--- src/rtl/gray_counter_updn.sv ---
// Registered up/down binary counter publishing its Gray code and a terminal-count flag.
// Define GRAY_CNT_SAT_EN to saturate at the range ends instead of wrapping.
module gray_counter_updn #(
  parameter int unsigned WIDTH = 6
) (
  input  logic             clk,
  input  logic             reset,
  input  logic             en_i,
  input  logic             up_i,
  input  logic             load_i,
  input  logic [WIDTH-1:0] load_val_i,
  output logic [WIDTH-1:0] bin_o,
  output logic [WIDTH-1:0] gray_o,
  output logic             tc_o
);

  localparam logic [WIDTH-1:0] MAX_VAL  = '1;
  localparam logic [WIDTH-1:0] ZERO_VAL = '0;

  logic [WIDTH-1:0] bin_nxt_c;
  logic [WIDTH-1:0] gray_nxt_c;
  logic             tc_nxt_c;
  logic             at_bound_c;

  // Next binary value and terminal flag; load outranks a step, a step outranks hold.
  always_comb begin
    bin_nxt_c  = bin_o;
    tc_nxt_c   = 1'b0;
    at_bound_c = up_i ? (bin_o == MAX_VAL) : (bin_o == ZERO_VAL);
    if (load_i) begin
      bin_nxt_c = load_val_i;
    end else if (en_i) begin
`ifdef GRAY_CNT_SAT_EN
      // A step past either end is blocked and flagged.
      if (at_bound_c) begin
        tc_nxt_c = 1'b1;
      end else begin
        bin_nxt_c = up_i ? (bin_o + WIDTH'(1)) : (bin_o - WIDTH'(1));
      end
`else
      bin_nxt_c = up_i ? (bin_o + WIDTH'(1)) : (bin_o - WIDTH'(1));
      tc_nxt_c  = at_bound_c;
`endif
    end
  end

  // Gray is derived from the next binary value so both registers update together.
  assign gray_nxt_c = bin_nxt_c ^ (bin_nxt_c >> 1);

  always_ff @(posedge clk) begin
    if (reset) begin
      bin_o  <= '0;
      gray_o <= '0;
      tc_o   <= 1'b0;
    end else begin
      bin_o  <= bin_nxt_c;
      gray_o <= gray_nxt_c;
      tc_o   <= tc_nxt_c;
    end
  end

endmodule
--- config.mk ---
export PLATFORM = sky130hd
export DESIGN_NAME = gray_counter_updn
export DESIGN_NICKNAME = d
export VERILOG_FILES = /design/src/rtl/gray_counter_updn.sv
export SDC_FILE = /design/constraint.sdc
export NUM_CORES = 1
export LEC_CHECK = 0
export BUFFER_PORTS_ARGS = -buffer_cell sky130_fd_sc_hd__buf_2
export CAP_MARGIN = 0
export CORE_UTILIZATION = 29
export DETAILED_ROUTE_END_ITERATION = 7
export PLACE_DENSITY_LB_ADDON = 0.3
export SETUP_SLACK_MARGIN = 0.4
export SYNTH_ARGS = -nofsm -noshare
export SYNTH_HDL_FRONTEND = slang
export SYNTH_SLANG_ARGS = --single-unit
--- constraint.sdc ---
create_clock -name clk -period 2.8 [get_ports clk]
set_input_delay 0.56 -clock clk [delete_from_list [all_inputs] [get_ports clk]]
set_output_delay 0.56 -clock clk [all_outputs]
set_load 0.05 [all_outputs]
==> impl_metrics.sql, run 1 <==
INSERT INTO impl_metrics (metric_group, metric, value, unit) VALUES
('detailed_routing', 'initial_drt_markers', '11', ''),
('clock_tree', 'clk_root_buffer_cell', 'sky130_fd_sc_hd__clkbuf_4', ''),
('worst_setup_path', 'worstSetupPathType', 'reg2reg', ''),
('sta', 'setup-violations-final', '0', ''),
('place', 'post-place-cells', '130', ''),
('detailed_routing', 'detail_route.drc_violations', '0', ''),
('layout', 'drive_gt1_share', '28.57', '%'),
('run', 'max-cap-violations', '0', ''),
('grt', 'overall_fraction_of_global_route_tracks_in_use', '12.42', '%'),
('grt', 'grt_max_degree', '16', ''),
('logic_synthesis', 'synth_area', '720.7', 'um^2'),
('detailed_routing', 'drt_pre_antenna_iters', '4', ''),
('worst_setup_path', 'worst-endpoint-required', '2.94', 'ns'),
('sta', 'worstMarginPinSlew', '0.3547', 'ns'),
('logic_synthesis', 'ys_types', '30', ''),
('worst_setup_path', 'endpoint_kind', 'flip-flop', ''),
('grt', 'grt_first_pass_wirelength', '2504', 'um'),
('clock_tree', 'cts.reportedPaths.clkPinSlew', '0.07', 'ns'),
('sta', 'timing_hold_violations_final', '0', ''),
('clock_tree', 'cts_tree', 'yes', ''),
('detailed_routing', 'detail_route.wirelength', '1531', 'um'),
('hold_path', 'hold_class', 'in2reg', ''),
('clock_tree', 'holdBufCountCts', '0', ''),
('clock_tree', 'clock_sinks', '12', ''),
('pwr', 'irDropWorstVdd', '0.3233', 'mV'),
('floorplan', 'initial_utilization', '31.67', '%'),
('logic_synthesis', 'post_synthesis_net_count', '99', ''),
('outcome', 'status', 'completed', ''),
('floorplan', 'io-pin-count', '24', ''),
('pwr', 'leakagePower', '0.4103', 'nW'),
('grt', 'globalRouteOverflowTotal', '0', ''),
('worst_setup_path', 'worst_r2r_start', 'bin_o[0]', ''),
('floorplan', 'die_width', '51.85', 'um'),
('sta', 'maxSlewViolCount', '0', ''),
('detailed_routing', 'num_vias', '650', ''),
('sta', 'layout_worst_path_cycle_share', '74.63', '%'),
('pwr', 'power_density', '571.9', 'mW/mm^2'),
('floorplan', 'height_of_the_chip', '51.85', 'um'),
('worst_setup_path', 'timing.critical_path.from', 'bin_o[0]', ''),
('sta', 'skew', '0.001406', 'ns'),
('place', 'hpwlAfterDp', '1176', 'um'),
('sta', 'slew_headroom', '76.02', '%'),
('detailed_routing', 'route.detailed.wl_per_inst', '11.51', 'um'),
('sta', 'fin_setup_tns', '0', 'ns'),
('logic_synthesis', 'warnings_synthesis', '0', ''),
('sta', 'max_freq', '0.4785', 'GHz'),
('logic_synthesis', 'synthesis.area_per_instance', '8.683', 'um^2'),
('detailed_routing', 'drtAntennaViolNets', '0', ''),
('logic_synthesis', 'netlist_instances', '83', ''),
('clock_tree', 'cts_setup_buffers', '0', ''),
('detailed_routing', 'viasPerCell', '4.887', ''),
('logic_synthesis', 'seq_area_frac_synth', '33.33', '%'),
('clock_tree', 'ctsLongestPathBuffers', '2', ''),
('clock_tree', 'post_cts_resize_count', '0', ''),
('worst_setup_path', 'cp_data_arrival_time', '2.23', 'ns'),
('floorplan', 'fp-row-count', '17', ''),
('floorplan', 'floorplan.die_area', '0.002688', 'mm^2'),
('clock_tree', 'cts_inserted_buffers', '3', ''),
('sta', 'grt_setup_unrepaired', 'no', ''),
('layout', 'num_antenna_cells', '0', ''),
('worst_setup_path', 'critPathMaxFanout', '6', ''),
('clock_tree', 'worst_skew_pair.late_latency', '0.26', 'ns'),
('logic_synthesis', 'yosys_register_bits', '12', ''),
('clock_tree', 'cts.htree.levels', '1', ''),
('grt', 'grt_antenna_before_repair', '0', ''),
('layout', 'fillers', '236', ''),
('grt', 'first_global_vias', '585', ''),
('sta', 'post-route-min-period', '2.090', 'ns'),
('layout', 'layoutNonFillerInstCount', '133', ''),
('layout', 'finish.net_count', '123', ''),
('hold_path', 'min-delay-start', 'load_val_i[0]', ''),
('place', 'port_buffers', '23', ''),
('worst_setup_path', 'critical_path.startpoint_type', 'flip-flop', ''),
('place', 'routabilityCongestion', '0.8075', ''),
('floorplan', 'fp.coreArea', '0.002276', 'mm^2'),
('layout', 'area_delta_synth_final', '20.14', '%');
## final cells by class
type,instances,area [um^2],area share [%]
Clock buffer,3,22.52,2.601
Sequential cell,12,240.2,27.75
Timing Repair Buffer,23,115.1,13.29
Tap cell,28,35.03,4.046
Inverter,4,15.01,1.734
Multi-Input combinational cell,63,437.9,50.58
## cells in the mapped netlist, drive strengths merged
library cell   n  area, um^2
clkbuf         1       3.750
dfxtp         12       240.2
inv            4       15.01
a22o           2       17.52
nor4           1       6.260
mux2           2       22.52
a21o           1       7.510
and3           2       12.51
mux2i          2       20.02
nor2          17       63.81
ha             4       50.05
nand2          1       3.750
nand2b         1       6.260
nor4b          2       17.52
a211oi         1       12.51
fa             1       20.02
nor3           1       5.000
buf            3       23.77
a31oi          1       6.260
nand3          3       20.02
a21oi          9       48.80
nor3b          2       15.01
nand4          2       12.51
xor2           2       17.52
xnor2          6       52.55
## worst max-delay path, cell delays in order (launching register included)
cell and delay (ns):
sky130_fd_sc_hd__dfxtp_1 0.45, sky130_fd_sc_hd__inv_1 0.09, sky130_fd_sc_hd__fa_1 0.44, sky130_fd_sc_hd__nand2b_1 0.16, sky130_fd_sc_hd__a21oi_1 0.15, sky130_fd_sc_hd__mux2i_1 0.26, sky130_fd_sc_hd__a21oi_1 0.11, sky130_fd_sc_hd__mux2_1 0.30
## report_power, final
part / switching, mW / internal (mW) / total [mW]
combinational: 0.131 / 0.0635 / 0.195
clock: 0.0485 / 0.0495 / 0.0980
sequential: 0.0138 / 0.189 / 0.202
## layout by cell type, fill, tap and decap left out, drive strengths merged, types with 2 or more instances in the layout
cell and instances:
nand4 2, ha 4, nand3 3, a22o 2, mux2i 2, and3 2, buf 23, inv 4
xnor2 6, nor3b 2, dfxtp 12, nor4b 2, nor2 17, a21oi 9, xor2 2, clkbuf 3
mux2 2
## kinds of logic after synthesis
| group | synth area share [%] |
|---|---|
| AOI/OAI and AO/OA | 12.85 |
| buffers and inverters | 5.901 |
| DFF | 33.33 |
| and+or+nand+nor | 22.57 |
| muxes | 5.903 |
| xor gates and xnor gates | 9.723 |
| adders and majority gates | 9.723 |
## worst paths after layout
| kind | cells after the start | end | slack, ns |
|---|---|---|---|
| setup / recovery | 7 | gray_o[4] | 0.71 |
| hold / removal | 3 | bin_o[0] | 0.56 |
| setup reg to reg | 7 | gray_o[4] | 0.71 |
| hold reg to reg | 4 | tc_o | 0.71 |
## state kept, by name, summed over array words and instances (netlist names)
name,cells
bin_o,6
gray_o,5
tc_o,1
## per-stage QoR
| stage | worst slack [ns] | hold WS [ns] | cell area [um^2] | power [mW] | util (%) |
|---|---|---|---|---|---|
| 2_1_floorplan | 0.5498 | 0.6387 | 720.7 | 0.3595 | - |
| 3_3_place_gp | 0.5080 | 0.6927 | 843.3 | 0.3988 | 37.05 |
| 3_5_place_dp | 0.4822 | 0.6991 | 843.3 | 0.3998 | 37.05 |
| 4_1_cts | 0.7021 | 0.5609 | 865.8 | 0.5007 | 38.04 |
| 5_1_grt | 0.5551 | 0.5980 | 865.8 | 0.5245 | 38.04 |
| 6_report | 0.7104 | 0.5639 | 865.8 | 0.4952 | 38.04 |
## routing by layer
layer	wire length [um]	vias up	global-route usage [%]	share of wire, %
met5	0	-	0	0
met4	38	0	7.207	2.5
met3	50	4	0.8772	3.3
met2	741	13	20.73	48
met1	700	301	15.51	46
li1	-	332	-	-
No activity file was read; power rests on OpenSTA's default activity.
==> run 2, diff against run 1 <==
==> constraint.sdc (replaced) <==
create_clock -name clk -period 1.8 [get_ports clk]
set_input_delay 0.36 -clock clk [delete_from_list [all_inputs] [get_ports clk]]
set_output_delay 0.36 -clock clk [all_outputs]
set_load 0.05 [all_outputs]
==> run 2 against run 1 <==
Net effect: via count rose by 6.8%; register-to-register slack got worse by 0.72 ns; routed wire length rose by 13%; the flow now finishes with violations (negative setup slack); first-iteration DRC count fell by 36%; core utilization rose by 11 points; cell area rose by 29%.
==> impl_metrics.sql, run 2 (synthesized netlist as in run 1, its figures left out) <==
INSERT INTO impl_metrics (metric_group, metric, value, unit) VALUES
('detailed_routing', 'wl_met3', '63', 'um'),
('pwr', 'power_density', '819.9', 'mW/mm^2'),
('layout', 'regMostFlops', 'bin_o', ''),
('layout', 'layoutNonFillerInstCount', '148', ''),
('worst_setup_path', 'crit_path_top_delay_cell', 'sky130_fd_sc_hd__dfxtp_4', ''),
('sta', 'timing.hold.ws', '0.3669', 'ns'),
('worst_setup_path', 'crit_path_cell_trace', 'buf_6 > ha_4 > a21o_1 > nand4_1 > nand3_2 > xnor2_1 > a31oi_1 > mux2_4', ''),
('floorplan', 'initial_utilization', '31.67', '%'),
('sta', 'max_freq', '0.5533', 'GHz'),
('detailed_routing', 'drtAntennaViolNets', '0', ''),
('worst_setup_path', 'slowest_delay', '0.35', 'ns'),
('layout', 'finish.net_count', '137', ''),
('hold_path', 'hold_class', 'in2reg', ''),
('worst_setup_path', 'endpoint_kind', 'flip-flop', ''),
('floorplan', 'floorplan.die_area', '0.002688', 'mm^2'),
('worst_setup_path', 'critical_path.top_delay_family', 'compound AO/OA/AOI/OAI gates', ''),
('layout', 'area_delta_synth_final', '55.38', '%'),
('pwr', 'leakagePower', '0.5211', 'nW'),
('detailed_routing', 'drt_pre_antenna_iters', '4', ''),
('grt', 'globalRouteOverflowTotal', '0', ''),
('outcome', 'status', 'finished, violations left', ''),
('place', 'post-place-cells', '140', ''),
('grt', 'grt_antenna_before_repair', '0', ''),
('sta', 'timing_hold_violations_final', '0', ''),
('worst_setup_path', 'timing.critical_path.from', 'bin_o[1]', ''),
('detailed_routing', 'route.met2.wl', '880', 'um'),
('sta', 'worstMarginPinSlew', '0.2825', 'ns'),
('worst_setup_path', 'worstSetupPathDepth', '8', ''),
('sta', 'setup-violations-final', '1', ''),
('layout', 'layout.cells.most_common', 'sky130_fd_sc_hd__buf_2', ''),
('layout', 'utilization_after_layout', '49.20', '%'),
('layout', 'number_of_flip_flops_in_the_largest_register', '6', ''),
('run', 'max-cap-violations', '0', ''),
('place', 'routabilityCongestion', '0.8864', ''),
('detailed_routing', 'route.detailed.wl_per_inst', '11.70', 'um'),
('worst_setup_path', 'critical_path.startpoint_type', 'flip-flop', ''),
('detailed_routing', 'detail_route.drc_violations', '0', ''),
('layout', 'top_regs', 'bin_o x6, gray_o x5, tc_o x1', ''),
('place', 'dp_worst_setup_slack', '-0.2205', 'ns'),
('layout', 'num_antenna_cells', '0', ''),
('worst_setup_path', 'worstSetupPathType', 'reg2reg', ''),
('sta', 'grt_setup_unrepaired', 'yes', ''),
('clock_tree', 'cts_tree', 'yes', ''),
('floorplan', 'fp-row-count', '17', ''),
('worst_setup_path', 'path_buf_inv', '1', ''),
('clock_tree', 'cts.htree.levels', '1', ''),
('place', 'port_buffers', '23', ''),
('clock_tree', 'clk_root_buffer_cell', 'sky130_fd_sc_hd__clkbuf_4', ''),
('detailed_routing', 'top_signal_layer_used', 'met4', ''),
('floorplan', 'fp.coreArea', '0.002276', 'mm^2'),
('floorplan', 'die_width', '51.85', 'um'),
('floorplan', 'height_of_the_chip', '51.85', 'um'),
('layout', 'drive_gt1_share', '57.50', '%'),
('detailed_routing', 'wire_length_the_detailed_router_placed_on_met1', '777', 'um'),
('sta', 'slew_headroom', '81.08', '%'),
('layout', 'fillers', '216', ''),
('pwr', 'power_total', '0.9181', 'mW'),
('detailed_routing', 'num_vias', '694', ''),
('sta', 'layout_worst_path_cycle_share', '100.4', '%'),
('worst_setup_path', 'cp_data_arrival_time', '1.96', 'ns'),
('sta', 'fin_ws', '-0.007371', 'ns'),
('worst_setup_path', 'reg2reg_to', 'gray_o[4]', ''),
('grt', 'grt_first_pass_wirelength', '2904', 'um'),
('sta', 'post-route-min-period', '1.807', 'ns'),
('worst_setup_path', 'ff2ff_setup_slack', '-0.007', 'ns'),
('sta', 'skew', '0.0006406', 'ns'),
('detailed_routing', 'viasPerCell', '4.689', ''),
('detailed_routing', 'initial_drt_markers', '7', ''),
('layout', 'layout_common_cells', 'sky130_fd_sc_hd__buf_2, sky130_fd_sc_hd__nor2_1, sky130_fd_sc_hd__buf_4', ''),
('grt', 'first_global_vias', '669', ''),
('place', 'hpwlAfterDp', '1334', 'um'),
('worst_setup_path', 'worst-endpoint-required', '1.95', 'ns'),
('clock_tree', 'clock_sinks', '12', ''),
('worst_setup_path', 'critPathMaxFanout', '3', ''),
('clock_tree', 'worst_skew_pair.late_latency', '0.26', 'ns'),
('clock_tree', 'cts_inserted_buffers', '3', ''),
('grt', 'grt_max_degree', '13', ''),
('layout', 'ff_latch_area', '256.5', 'um^2'),
('detailed_routing', 'detail_route.wirelength', '1731', 'um'),
('worst_setup_path', 'worst_r2r_start', 'bin_o[1]', ''),
('sta', 'maxSlewViolCount', '0', ''),
('outcome', 'violated_checks', 'negative setup slack', ''),
('pwr', 'irDropWorstVdd', '0.6535', 'mV'),
('layout', 'multi_input_comb_area', '538.0', 'um^2'),
('clock_tree', 'ctsLongestPathBuffers', '2', ''),
('floorplan', 'io-pin-count', '24', ''),
('worst_setup_path', 'critical_path.endpoint', 'gray_o[4]', ''),
('worst_setup_path', 'worstRegToRegCells', '8', ''),
('clock_tree', 'cts.reportedPaths.clkPinSlew', '0.07', 'ns'),
('grt', 'overall_fraction_of_global_route_tracks_in_use', '14.88', '%');
run 2: changes by cell type in the layout (fill, tap and decap cells not counted), sizes merged:
cell,before,now
buf,23,34
clkbuf,3,7
run 2: power breakdown:
part,internal (mW),switching [mW],total [mW]
clock,0.123,0.0772,0.200
combinational,0.165,0.243,0.408
sequential,0.293,0.0167,0.310
total,0.581,0.337,0.918
run 2: timing repair:
item                       CTS  global route
pin swaps                    8             5
setup endpoints to repair   10            13
setup buffers                4             0
hold buffers                 0             0
gates resized for setup      8            10
run 2: final cells by class:
cell class / instances / area share, %
inverters: 4 / 1.341
flip-flops and latches: 12 / 22.91
clock buffers: 4 / 3.240
multi-input cells: 63 / 48.04
well taps: 28 / 3.129
repair buffers: 37 / 21.34
run 2: worst min path at each step:
| stage | startpoint | endpoint | slack, ns | depth (start not counted) |
|---|---|---|---|---|
| detailed placement | load_val_i[0] | bin_o[0] | 0.64 | 3 |
| floorplan | reset | bin_o[4] | 0.43 | 1 |
| CTS | load_val_i[0] | bin_o[0] | 0.36 | 3 |
| global route | load_val_i[2] | bin_o[2] | 0.39 | 3 |
| finish | load_val_i[0] | bin_o[0] | 0.37 | 3 |
| global placement | load_val_i[0] | bin_o[0] | 0.63 | 3 |
run 2: through the flow:
stage / TNS (ns) / instance area (um^2)
after floorplan: -0.04224 / 775.7
after global placement: -0.5071 / 973.4
after detailed placement: -0.5927 / 973.4
after CTS: 0 / 1079
after global routing: -0.1160 / 1120
final: -0.007371 / 1120
run 2: worst reg2reg max path: cells and delay by family (launching register included):
family | cells | cell delay, ns
AOI/OAI and AO/OA | 2 | 0.41
adders and majority gates | 1 | 0.19
xor gates and xnor gates | 1 | 0.13
muxes | 1 | 0.33
buffers and inverters | 1 | 0.12
DFF | 1 | 0.35
and+or+nand+nor | 2 | 0.17
run 2: routing by layer:
metal | global-route usage (%) | up-vias
met5 | 0 | -
met4 | 8.108 | 0
met3 | 2.632 | 2
met2 | 24.15 | 12
met1 | 18.43 | 316
li1 | - | 364
